### src/rtl/truxton2_pcm_rom_server_pkg.sv
// Shared sound-path definitions for the PCM sample-ROM server: address widths,
// FSM state encoding, debug view and line-geometry helpers.
package truxton2_pcm_rom_server_pkg;

    localparam int PCM_AW = 20;
    localparam int SDR_AW = 22;

    typedef enum logic [1:0] {
        IDLE = 2'd0,
        REQ  = 2'd1,
        FILL = 2'd2
    } pcm_state_t;

    // Debug view of the controller; cnt is wide enough for the largest line.
    typedef struct packed {
        pcm_state_t state;
        logic       valid;
        logic [4:0] cnt;
    } pcm_dbg_t;

    // Bits needed to index a word inside a line.
    function automatic int word_idx_bits(input int line_words);
        return $clog2(line_words);
    endfunction

    // Bits of byte offset inside a line (LB = 2 * line_words bytes).
    function automatic int off_bits(input int line_words);
        return $clog2(line_words) + 1;
    endfunction

    // Remaining upper address bits form the line tag.
    function automatic int tag_bits(input int line_words);
        return PCM_AW - off_bits(line_words);
    endfunction

endpackage

### src/rtl/truxton2_pcm_rom_server_if.sv
// Bus bundle between the ADPCM engine / SDRAM arbiter side (master) and the
// PCM ROM server (slave).
// Handshakes: SDR_REQ is raised by the server and held with SDR_ADDR stable
// until a one-cycle SDR_ACK is sampled; each one-cycle SDR_DST carries one
// SDR_DATA word. PCM_OK qualifies PCM_DOUT for the PCM_ADDR currently driven.
interface truxton2_pcm_rom_server_if;
    import truxton2_pcm_rom_server_pkg::*;

    logic              PCM_CS;
    logic [PCM_AW-1:0] PCM_ADDR;
    logic [7:0]        PCM_DOUT;
    logic              PCM_OK;
    logic              SDR_REQ;
    logic [SDR_AW-1:0] SDR_ADDR;
    logic              SDR_ACK;
    logic              SDR_DST;
    logic [15:0]       SDR_DATA;

    modport master (
        output PCM_CS, PCM_ADDR, SDR_ACK, SDR_DST, SDR_DATA,
        input  PCM_DOUT, PCM_OK, SDR_REQ, SDR_ADDR
    );

    modport slave (
        input  PCM_CS, PCM_ADDR, SDR_ACK, SDR_DST, SDR_DATA,
        output PCM_DOUT, PCM_OK, SDR_REQ, SDR_ADDR
    );

endinterface

### src/rtl/truxton2_pcm_rom_server_pcm_line_buf.sv
// One-line sample buffer: LINE_WORDS 16-bit words, the line tag and a valid
// flag. Written word by word during a burst, read as little-endian bytes.
module truxton2_pcm_rom_server_pcm_line_buf
    import truxton2_pcm_rom_server_pkg::*;
#(
    parameter  int LINE_WORDS = 4,
    localparam int WI = word_idx_bits(LINE_WORDS),
    localparam int OB = off_bits(LINE_WORDS),
    localparam int TW = tag_bits(LINE_WORDS)
) (
    input  logic          clk,
    input  logic          rst,
    input  logic          clr_valid,
    input  logic          set_valid,
    input  logic          tag_we,
    input  logic [TW-1:0] tag_in,
    input  logic          wr_en,
    input  logic [WI-1:0] wr_idx,
    input  logic [15:0]   wr_data,
    input  logic [OB-1:0] rd_off,
    output logic [7:0]    rd_byte,
    output logic [TW-1:0] tag_q,
    output logic          valid_q
);

    logic [15:0] mem [LINE_WORDS];
    logic [15:0] rd_word;

    // Word storage; contents are meaningless until valid is set, so no reset.
    always_ff @(posedge clk) begin
        if (wr_en) begin
            mem[wr_idx] <= wr_data;
        end
    end

    // Tag and valid; clearing on a new request wins over a completing fill.
    always_ff @(posedge clk) begin
        if (rst) begin
            tag_q   <= '0;
            valid_q <= 1'b0;
        end else begin
            if (tag_we) begin
                tag_q <= tag_in;
            end
            if (clr_valid) begin
                valid_q <= 1'b0;
            end else if (set_valid) begin
                valid_q <= 1'b1;
            end
        end
    end

    assign rd_word = mem[rd_off[OB-1:1]];
    assign rd_byte = rd_off[0] ? rd_word[15:8] : rd_word[7:0];

endmodule

### src/rtl/truxton2_pcm_rom_server.sv
// PCM sample-ROM server: answers ADPCM byte reads from a one-line buffer and
// refills the line with an SDRAM burst on a miss.
module truxton2_pcm_rom_server
    import truxton2_pcm_rom_server_pkg::*;
#(
    parameter int                LINE_WORDS = 4,
    parameter logic [SDR_AW-1:0] BASE       = '0
) (
    input  logic                     CLK96,
    input  logic                     RESET96,
    truxton2_pcm_rom_server_if.slave bus,
    output pcm_dbg_t                 dbg
);

    localparam int WI = word_idx_bits(LINE_WORDS);
    localparam int OB = off_bits(LINE_WORDS);
    localparam int TW = tag_bits(LINE_WORDS);
    localparam logic [WI-1:0] CNT_LAST = WI'(LINE_WORDS - 1);

    pcm_state_t        state_q, state_d;
    logic [WI-1:0]     cnt_q, cnt_d;
    logic              req_q, req_d;
    logic [SDR_AW-1:0] sdr_addr_q;
    logic [7:0]        dout_q;
    logic              ok_q;
    logic [PCM_AW-1:0] srv_addr_q;

    logic [TW-1:0]     cur_tag;
    logic [OB-1:0]     cur_off;
    logic [TW-1:0]     buf_tag;
    logic              buf_valid;
    logic [7:0]        buf_byte;
    logic              hit;

    logic              start_req;
    logic              fill_wr;
    logic              set_valid;
    logic              hit_load;

    assign cur_tag = bus.PCM_ADDR[PCM_AW-1:OB];
    assign cur_off = bus.PCM_ADDR[OB-1:0];
    assign hit     = buf_valid && (buf_tag == cur_tag);

    truxton2_pcm_rom_server_pcm_line_buf #(
        .LINE_WORDS(LINE_WORDS)
    ) u_line_buf (
        .clk       (CLK96),
        .rst       (RESET96),
        .clr_valid (start_req),
        .set_valid (set_valid),
        .tag_we    (start_req),
        .tag_in    (cur_tag),
        .wr_en     (fill_wr),
        .wr_idx    (cnt_q),
        .wr_data   (bus.SDR_DATA),
        .rd_off    (cur_off),
        .rd_byte   (buf_byte),
        .tag_q     (buf_tag),
        .valid_q   (buf_valid)
    );

    // Next-state and control strobes; ACK/DST outside their states fall through unused.
    always_comb begin
        state_d   = state_q;
        cnt_d     = cnt_q;
        req_d     = req_q;
        start_req = 1'b0;
        fill_wr   = 1'b0;
        set_valid = 1'b0;
        hit_load  = 1'b0;
        unique case (state_q)
            IDLE: begin
                if (hit) begin
                    hit_load = 1'b1;
                end else if (bus.PCM_CS) begin
                    start_req = 1'b1;
                    req_d     = 1'b1;
                    state_d   = REQ;
                end
            end
            REQ: begin
                if (bus.SDR_ACK) begin
                    req_d   = 1'b0;
                    state_d = FILL;
                    // A strobe coincident with the ACK is word 0 (cnt_q is 0 here).
                    if (bus.SDR_DST) begin
                        fill_wr = 1'b1;
                        cnt_d   = WI'(1);
                    end
                end
            end
            FILL: begin
                if (bus.SDR_DST) begin
                    fill_wr = 1'b1;
                    if (cnt_q == CNT_LAST) begin
                        set_valid = 1'b1;
                        cnt_d     = '0;
                        state_d   = IDLE;
                    end else begin
                        cnt_d = cnt_q + WI'(1);
                    end
                end
            end
            default: begin
                state_d = IDLE;
            end
        endcase
    end

    // State, burst request/address and served-byte registers.
    always_ff @(posedge CLK96) begin
        if (RESET96) begin
            state_q    <= IDLE;
            cnt_q      <= '0;
            req_q      <= 1'b0;
            sdr_addr_q <= BASE;
            dout_q     <= 8'h00;
            ok_q       <= 1'b0;
            srv_addr_q <= '0;
        end else begin
            state_q <= state_d;
            cnt_q   <= cnt_d;
            req_q   <= req_d;
            ok_q    <= hit_load;
            if (start_req) begin
                sdr_addr_q <= BASE + (SDR_AW'(cur_tag) << WI);
            end
            if (hit_load) begin
                dout_q     <= buf_byte;
                srv_addr_q <= bus.PCM_ADDR;
            end
        end
    end

    assign bus.PCM_DOUT = dout_q;
    // Combinational address match so OK drops the same cycle the address moves.
    assign bus.PCM_OK   = ok_q && (srv_addr_q == bus.PCM_ADDR);
    assign bus.SDR_REQ  = req_q;
    assign bus.SDR_ADDR = sdr_addr_q;

    assign dbg.state = state_q;
    assign dbg.valid = buf_valid;
    assign dbg.cnt   = 5'(cnt_q);

endmodule

### src/flat_wrapper.sv
// flat-port wrapper written by rule: the top's interface ports become plain ports
module truxton2_pcm_rom_server_flat import truxton2_pcm_rom_server_pkg::*;
#(
    parameter int                LINE_WORDS = 4,
    parameter logic [SDR_AW-1:0] BASE       = '0
)
  (CLK96, RESET96, dbg, bus_PCM_CS, bus_PCM_ADDR, bus_SDR_ACK, bus_SDR_DST, bus_SDR_DATA, bus_PCM_DOUT, bus_PCM_OK, bus_SDR_REQ, bus_SDR_ADDR);
  truxton2_pcm_rom_server_if bus_i ();
  input  logic CLK96;
  input  logic RESET96;
  output pcm_dbg_t dbg;
  input wire logic [$bits(bus_i.PCM_CS)-1:0] bus_PCM_CS;
  input wire logic [$bits(bus_i.PCM_ADDR)-1:0] bus_PCM_ADDR;
  input wire logic [$bits(bus_i.SDR_ACK)-1:0] bus_SDR_ACK;
  input wire logic [$bits(bus_i.SDR_DST)-1:0] bus_SDR_DST;
  input wire logic [$bits(bus_i.SDR_DATA)-1:0] bus_SDR_DATA;
  output wire logic [$bits(bus_i.PCM_DOUT)-1:0] bus_PCM_DOUT;
  output wire logic [$bits(bus_i.PCM_OK)-1:0] bus_PCM_OK;
  output wire logic [$bits(bus_i.SDR_REQ)-1:0] bus_SDR_REQ;
  output wire logic [$bits(bus_i.SDR_ADDR)-1:0] bus_SDR_ADDR;
  assign bus_i.PCM_CS = bus_PCM_CS;
  assign bus_i.PCM_ADDR = bus_PCM_ADDR;
  assign bus_i.SDR_ACK = bus_SDR_ACK;
  assign bus_i.SDR_DST = bus_SDR_DST;
  assign bus_i.SDR_DATA = bus_SDR_DATA;
  assign bus_PCM_DOUT = bus_i.PCM_DOUT;
  assign bus_PCM_OK = bus_i.PCM_OK;
  assign bus_SDR_REQ = bus_i.SDR_REQ;
  assign bus_SDR_ADDR = bus_i.SDR_ADDR;
  truxton2_pcm_rom_server #(.LINE_WORDS(LINE_WORDS), .BASE(BASE)) u_core (.CLK96(CLK96), .RESET96(RESET96), .bus(bus_i), .dbg(dbg));
endmodule
### config.mk
export PLATFORM = sky130hd
export DESIGN_NAME = truxton2_pcm_rom_server_flat
export DESIGN_NICKNAME = d
export VERILOG_FILES = /design/src/rtl/truxton2_pcm_rom_server_pkg.sv /design/src/rtl/truxton2_pcm_rom_server_if.sv /design/src/rtl/truxton2_pcm_rom_server_pcm_line_buf.sv /design/src/rtl/truxton2_pcm_rom_server.sv /design/src/flat_wrapper.sv
export SDC_FILE = /design/constraint.sdc
export NUM_CORES = 1
export LEC_CHECK = 0
export CAP_MARGIN = 10
export CORE_MARGIN = 2
export CORE_UTILIZATION = 53
export DETAILED_ROUTE_END_ITERATION = 6
export GPL_TIMING_DRIVEN = 0
export PLACE_DENSITY = 0.79
export SYNTH_ARGS = -nofsm -noshare
export SYNTH_HDL_FRONTEND = slang
export SYNTH_SLANG_ARGS = --single-unit
### constraint.sdc
create_clock -name CLK96 -period 3.9 [get_ports CLK96]
set_input_delay 1.17 -clock CLK96 [delete_from_list [all_inputs] [get_ports CLK96]]
set_output_delay 1.17 -clock CLK96 [all_outputs]
set_load 0.01 [all_outputs]
# Yosys cells after proc, flatten, opt, wreduce, memory -nomap -nowiden
# Memories as Yosys holds them, arrays and structs flattened.
# Cells that the tools add are included.
# W data, S select, Z words.
# totals
register_bits	52
mem_bits_rw	64
in_bits	41
out_inout_bits	40
elab_cells	59
memories	1
# memory_table
name	words	width	read_ports	rd_clocked_by_memory_dff	write_ports	line_no	rtl
u_core.u_line_buf.mem	4	16	1	0	1	truxton2_pcm_rom_server_pcm_line_buf.sv:26	logic [15:0] mem [LINE_WORDS];
# op_classes
n_addsub	1
n_eq_ne	11
n_mux	29
n_reduce_logical	9
# ops
op	n
$eq A20 B20 Y1	1
$mux W2	9
$eq A17 B17 Y1	1
$mux W1	15
$ne A2 B2 Y1 const B	5
$mux W8	1
$reduce_and A4 Y1	2
$pmux W2 S3	1
$reduce_and A5 Y1	1
$eq A2 B2 Y1 const B	2
$pmux W1 S2	2
$pmux W2 S2	1
$reduce_bool A2 Y1	2
$add A2 B1 Y2 const B	1
$eq A2 B1 Y1 const B	1
$logic_and A1 B1 Y1	2
$logic_not A2 Y1	1
$ne A2 B1 Y1 const B	1
$reduce_or A2 Y1	1

# Depth between registers and ports, before layout
# Gate-level depths: netlist (run 1).
# depth
ltp_word	5
ltp_mapped	8
depth_no_buf	6

# Hierarchy
# From an unflattened synthesis (run 1), not the netlist that was laid out.
# hier_totals
hier_cells	414
area_unflattened_um2	5617.9
# modules_own_cells
mod	n_inst	cells_each	area_per_inst_um2	seq_area_each_um2
truxton2_pcm_rom_server_pcm_line_buf	1	156	3123.0	2282.2
truxton2_pcm_rom_server	1	258	2494.9	1021.0

# Worst setup path after synthesis (run 1)
# OpenSTA, ideal clock, no wires.
# synth_timing
path_kind	input to output
startpoint	input port bus_PCM_ADDR[0]
endpoint	output port bus_PCM_OK
t_arrival_ns	2.705
required_ns	2.730
setup_slack_ns	0.025
cell_stages	6
path_buffers	2
path_cell_list	clkbuf_1 clkbuf_1 xor2_1 nor4_1 nand4_1 nor4_1
# synth_via
elab_chain_cells	2
# synth_lines
element	line_no	rtl
start, declared	flat_wrapper.sv:13	input wire logic [$bits(bus_i.PCM_ADDR)-1:0] bus_PCM_ADDR;
$eq A20 B20 Y1	truxton2_pcm_rom_server.sv:137	assign bus.PCM_OK = ok_q && (srv_addr_q == bus.PCM_ADDR);
$logic_and A1 B1 Y1	truxton2_pcm_rom_server.sv:137	
end, declared	flat_wrapper.sv:18	output wire logic [$bits(bus_i.PCM_OK)-1:0] bus_PCM_OK;
# No other way between the ends.

# Final worst setup path (run 1)
# layout_timing
startpoint	input port bus_PCM_ADDR[16]
endpoint	output port bus_PCM_OK
# The elaborated chain is that of the path after synthesis.

==> summary.txt, run 1 <==
Global routing
  – Largest net degree at the start of global routing: 17
  – Global-route wire length before repair: 16.2 mm
  – Remaining Overflow, GRT: 0
  – Overall Global Routing Usage: 21.8%
  – Number of global-route vias before repair: ~3200
  – Initial antenna violation count: 0

Timing
  – Max-slew violations: 0
  – Hold Violations, Final: 0
  – Final Critical Period: 3810 ps
  – RSZ-0062 raised after global routing: no
  – Skew final: 6.89 ps
  – Slew HR: 44.3%
  – Worst slew pin tran: between 800 and 900 ps
  – Max frequency: 263 MHz
  – Endpoints failing setup: 0
  – Fin Setup TNS: 0 ps
  – Final Cycle Share: a little over nine tenths

Layout
  – Share of layout cells above drive strength 1: between 10% and 20%
  – Register Area: 2960 um2
  – Commonest non-fill, non-tap cell in the layout: edfxtp_1
  – Area Growth Syn to Fin: 30.0%
  – Nets@finish: 498
  – Non-filler cells, final: 574
  – Fill cells: about 630
  – Design Area, Final: approximately 6400 um2
  – N_diodes: 0
  – Most frequent cells in the layout: 64 x edfxtp_1, 58 x clkdlybuf4s50_1, 52 x dfxtp_1
  – Fin util: 70.2%
  – Area of the multi-input gates: between 1500 and 2000 um2

Job
  – Max cap viols: 0

Drt
  – WL final: 10.2 mm
  – DRC Markers: 0
  – DRT iter0 DRCs: 110
  – Vias per inst: between 5 and 6
  – Routed wire length per instance: 17.8 um
  – Total number of vias: roughly 3100
  – 1st-pass router iterations: 4
  – Routed Antenna Nets: 0

Place
  – Final HPWL DP: 6.60 mm
  – Placer Congestion: 0.797
  – PortBufs: 68
  – Area after DPL: 5790 um2
  – Dpl cells: around 540

Setup path
  – WS Path Type: input port to primary output
  – Reg-to-reg startpoint: u_core.state_q[0]
  – Required @ worst endpoint: 2730 ps
  – Kind of end point of the critical path: primary output
  – Worst setup path startpoint: bus_PCM_ADDR[16]
  – Worst Path Arrival: 2640 ps
  – CP Max Fanout: 4
  – Setup crit start kind: input port

Synth
  – Sequential area share after synthesis: 59.9%
  – Post-Syn Area: 4950 um2
  – Post-synth EDFFs: 64
  – Avg Cell Area, Syn: 13.9 um2
  – Ys Warns: 0
  – Asr flop ratio synth: 0%
  – Yosys reg bits: 116
  – Post-synth cell types: 34
  – Post-synth top flop: edfxtp_1
  – Syn Inst Count: roughly 360

Power
  – Sequential Power Share: 40.6%
  – Pwr dens: around 540 nW/um2
  – Clock network fraction of total power: ~45%
  – Leak pwr: 2.54 nW
  – VDD IR max: 0.310 mV
  – Logic pwr share: 14.8%
  – Switch share: between 20% and 30%
  – Pint: around 2.6 mW
  – Psw: 849 uW

Worst hold path
  – Hold/Removal Path Class: flip-flop to flip-flop
  – Hold Startpoint: u_core.bus.PCM_DOUT[2]

Clock tree
  – CTS Root Cell: clkbuf_8
  – Clk pin slew, worst setup/hold paths: approximately 60 ps
  – Clk sinks: 116
  – Insertion delay to the later sink of the worst-skew pair: approximately 500 ps
  – Clock tree buffer depth: 2
  – CTS tree: done
  – Htree depth: 4
  – CTS buffer count: 17

Floorplan
  – CORE AREA: between 9000 and 10000 um2
  – Die area: 10100 um2
  – Initial Utilization: a little over half
  – Number of I/O pins: 81
  – Die W: 101 um
  – Die Ht: 101 um
  – Row count: 35

Run status
  – Status: finished clean
## Yosys cell counts, types with 2 or more instances
cell type / instances / area share (%)
edfxtp_1: 64 / 39
dfxtp_1: 52 / 21
nor2_1: 50 / 3.8
mux2i_1: 47 / 9.5
xnor2_1: 21 / 3.7
mux4_2: 16 / 7.3
xor2_1: 15 / 2.7
buf_4: 9 / 1.4
mux2_2: 9 / 2.0
clkbuf_1: 8 / 0.61
ha_1: 7 / 1.8
inv_1: 6 / 0.46
nand4_1: 6 / 0.76
a21oi_1: 5 / 0.51
buf_2: 5 / 0.51
nand2_1: 5 / 0.38
and2_1: 4 / 0.51
nand2b_1: 4 / 0.51
nor4_1: 3 / 0.38
a31oi_1: 2 / 0.25
buf_6: 2 / 0.46
nand3_1: 2 / 0.20
nor2b_1: 2 / 0.25
nor3_1: 2 / 0.20
## sequential cells by signal, summed over array words and instances (netlist names)
| register | count |
|---|---|
| u_core.srv_addr_q | 20 |
| u_core.bus.PCM_DOUT | 8 |
| u_core.bus.SDR_REQ | 1 |
| u_core.ok_q | 1 |
| u_core.cnt_q | 2 |
| u_core.u_line_buf.mem | 64 |
| u_core.u_line_buf.valid_q | 1 |
| u_core.bus.SDR_ADDR | 17 |
| u_core.state_q | 2 |
## cell type report
| class | instances | area share (%) |
|---|---|---|
| Sequential cell | 116 | 46.1 |
| Multi-Input combinational cell | 216 | 28.8 |
| Timing Repair Buffer | 68 | 10.7 |
| Clock buffer | 17 | 6.44 |
| Clock inverter | 15 | 2.82 |
| Buffer | 25 | 2.61 |
| Tap cell | 111 | 2.16 |
| Inverter | 6 | 0.350 |
## through the flow
stage / total power, mW / hold WS, ps / setup WS (ps)
global route: 3.56 / 546 / 0.383
floorplan: 1.72 / 484 / 24.7
detailed placement: 1.92 / 503 / -1130
global placement: 1.91 / 496 / -1110
finish: 3.44 / 511 / 95.0
CTS: 3.45 / 517 / 4.86
## cell families after synthesis
| group | after synthesis | synth area share, % |
|---|---|---|
| mux | 72 | 18.8 |
| simple gates | 81 | 7.66 |
| xor+xnor | 36 | 6.38 |
| compound gates | 12 | 1.90 |
| fa+ha+maj | 7 | 1.77 |
| flops | 116 | 59.9 |
| other cells | 1 | 0.0758 |
| buf+inv | 31 | 3.47 |
## path summary, 6_finish.rpt
kind,to,slack [ps],cells past startpoint
hold reg to reg,u_core.bus.PCM_DOUT[2],510,2
hold / removal,u_core.bus.PCM_DOUT[2],510,2
setup / recovery,bus_PCM_OK,90,5
setup reg to reg,u_core.u_line_buf.mem[2][15],1820,5
## power groups by stage
stage               Combinational, mW  Sequential, mW  Clock, mW
detailed placement              0.506            1.42          0
finish                          0.509            1.40       1.53
global placement                0.499            1.42          0
CTS                             0.512            1.39       1.55
global route                    0.554            1.40       1.60
floorplan                       0.288            1.43          0
## layer usage
metal / GRT usage (%) / wire length [um]
met1: 25.2 / 4290
met2: 38.8 / 5340
met3: 4.79 / 431
met4: 9.69 / 159
met5: 0 / 0
## critical path: stages
cell,delay (ps)
clkdlybuf4s50_1,580
xnor2_1,150
nand4_1,150
nor4_2,320
clkdlybuf4s15_2,260
## what timing repair did
action                     in CTS  in global routing
gates resized for setup        15                  6
setup buffers                   0                  0
hold buffers                    0                  0
pin swaps                       0                  1
setup endpoints to repair       1                  1
Note: power is estimated with default switching activity, not from simulation.
==> run 2: changes to the inputs <==
- MAX_ROUTING_LAYER: default -> met4
- PLACE_DENSITY: 0.79 -> 0.82
==> summary.txt, run 2 (synthesized netlist as in run 1, its figures left out) <==
Clock tree
  – Clk sinks: 116
  – Htree depth: 4
  – Insertion delay to the later sink of the worst-skew pair: a little over 500 ps
  – CTS Root Cell: clkbuf_8
  – CTS tree: done
  – CTS buffer count: 17
  – Number of hold buffers added after cts: 0
  – Clk pin slew, worst setup/hold paths: 60 ps
  – Clock tree buffer depth: 2

Layout
  – Fill cells: around 640
  – Largest reg by FF count: u_core.u_line_buf.mem
  – N_diodes: 0
  – Share of layout cells above drive strength 1: about 18%
  – Fin util: 69.2%
  – Non-filler cells, final: 574
  – Nets@finish: 498
  – Area of the multi-input gates: 1860 um2
  – Most frequent cells in the layout: 64 x edfxtp_1, 61 x clkdlybuf4s50_1, 52 x dfxtp_1
  – Max reg flops: 64
  – Area Growth Syn to Fin: 28.1%
  – Register Area: between 2000 and 3000 um2
  – Commonest non-fill, non-tap cell in the layout: edfxtp_1

Place
  – Dpl cells: 542
  – Final HPWL DP: 6.97 mm
  – PortBufs: 68
  – Post-place setup slack: -1210 ps
  – Placer Congestion: 0.805

Timing
  – Max frequency: 267 MHz
  – Fin Setup TNS: 0 ps
  – Max-slew violations: 0
  – RSZ-0062 raised after global routing: no
  – Final Critical Period: about 3800 ps
  – Skew final: 5.80 ps
  – Final Cycle Share: 96.2%
  – Slew HR: 44.0%
  – Hold Violations, Final: 0
  – Endpoints failing setup: 0
  – Worst setup margin: 150 ps
  – Worst slew pin tran: between 800 and 900 ps

Setup path
  – Worst Path Arrival: 2580 ps
  – Setup crit start kind: input port
  – Kind of end point of the critical path: primary output
  – WS Path Type: input port to primary output
  – Required @ worst endpoint: 2730 ps
  – CP Max Fanout: 10
  – Setup slack, reg-to-reg: around 1800 ps

Floorplan
  – Number of I/O pins: 81
  – Die Ht: ~100 um
  – Initial Utilization: 54.0%
  – CORE AREA: 9150 um2
  – Die area: 10100 um2
  – Die W: 101 um
  – Row count: 35

Global routing
  – Initial antenna violation count: 0
  – Global-route wire length before repair: 16.4 mm
  – Overall Global Routing Usage: roughly 22%
  – Largest net degree at the start of global routing: 17
  – Remaining Overflow, GRT: 0
  – Number of global-route vias before repair: 3315

Worst hold path
  – Hold/Removal Path Class: flip-flop to flip-flop

Drt
  – WL final: 10.3 mm
  – M1 WL: 4.13 mm
  – DRC Markers: 0
  – Routed Antenna Nets: 0
  – DR top layer: met4
  – Total number of vias: 3078
  – DRT iter0 DRCs: about 150
  – Met2 routed WL: 5.41 mm
  – Routed wire length per instance: ~18 um
  – 1st-pass router iterations: 4
  – Vias per inst: 5.36
  – DR WL met3: 502 um

Run status
  – Status: finished clean

Power
  – VDD IR max: 0.350 mV
  – Pwr dens: 512 nW/um2
  – Leak pwr: 2.46 nW

Job
  – Max cap viols: 0
-- run 2: cell count changes in the layout (fill, tap and decap cells not counted) --
cell / delta
dlymetal6s2s_1: -5
buf_4: -1
buf_6: +1
clkbuf_4: -1
nor4_1: -1
clkdlybuf4s50_1: +3
clkinvlp_4: +2
clkdlybuf4s15_2: -1
nor4_2: +1
buf_2: +2
clkinv_1: +1
bufinv_16: -3
clkbuf_2: +2
-- run 2: cell type report --
type,count,area share (%)
flip-flops and latches,116,46.8
clock buffers,17,6.54
repair buffers,68,10.4
inverters,6,0.356
plain buffers,25,2.67
well taps,111,2.19
multi-input cells,216,29.3
clock inverters,15,1.74
-- run 2: final timing paths --
| path | start | cells past startpoint | endpoint |
|---|---|---|---|
| worst min register to register | u_core.state_q[1] | 2 | u_core.state_q[1] |
| worst min-delay path | u_core.state_q[1] | 2 | u_core.state_q[1] |
| worst max register to register | u_core.state_q[0] | 5 | u_core.u_line_buf.mem[1][9] |
| worst max-delay path | bus_PCM_ADDR[0] | 7 | bus_PCM_OK |
-- run 2: repair_timing --
| action | in CTS | in global routing |
|---|---|---|
| buffers inserted | 0 | 0 |
| pin swaps | 3 | 3 |
| resized for setup | 17 | 7 |
| endpoints found under the setup margin | 1 | 1 |
| hold endpoints to repair | 0 | 0 |
-- run 2: per-layer routing --
| metal | GRT usage [%] | up-vias |
|---|---|---|
| met5 | - | - |
| met4 | 8.96 | 0 |
| met3 | 5.96 | 23 |
| met2 | 38.0 | 107 |
| met1 | 25.0 | 1488 |
| li1 | - | 1460 |
-- run 2: power by group --
part           internal (mW)  leakage, nW  switching, mW  total, mW
clock                  0.779        0.248          0.560       1.34
combinational          0.264         1.22          0.249      0.513
sequential              1.35        0.998         0.0442       1.39
total                   2.39         2.46          0.853       3.25
-- run 2: critical path, stage by stage --
cell and delay (ps):
clkbuf_4 190, clkbuf_8 210, xor2_1 160, nor4_2 260
nand4_1 170, nor4_2 240, buf_2 170
-- run 2: through the flow --
stage / hold WS, ps / instance area (um2) / total power, mW
2_1_floorplan: 484 / 4970 / 1.72
3_3_place_gp: 488 / 5790 / 1.91
3_5_place_dp: 504 / 5790 / 1.93
4_1_cts: 520 / 6340 / 3.27
5_1_grt: 538 / 6330 / 3.38
6_report: 514 / 6330 / 3.25
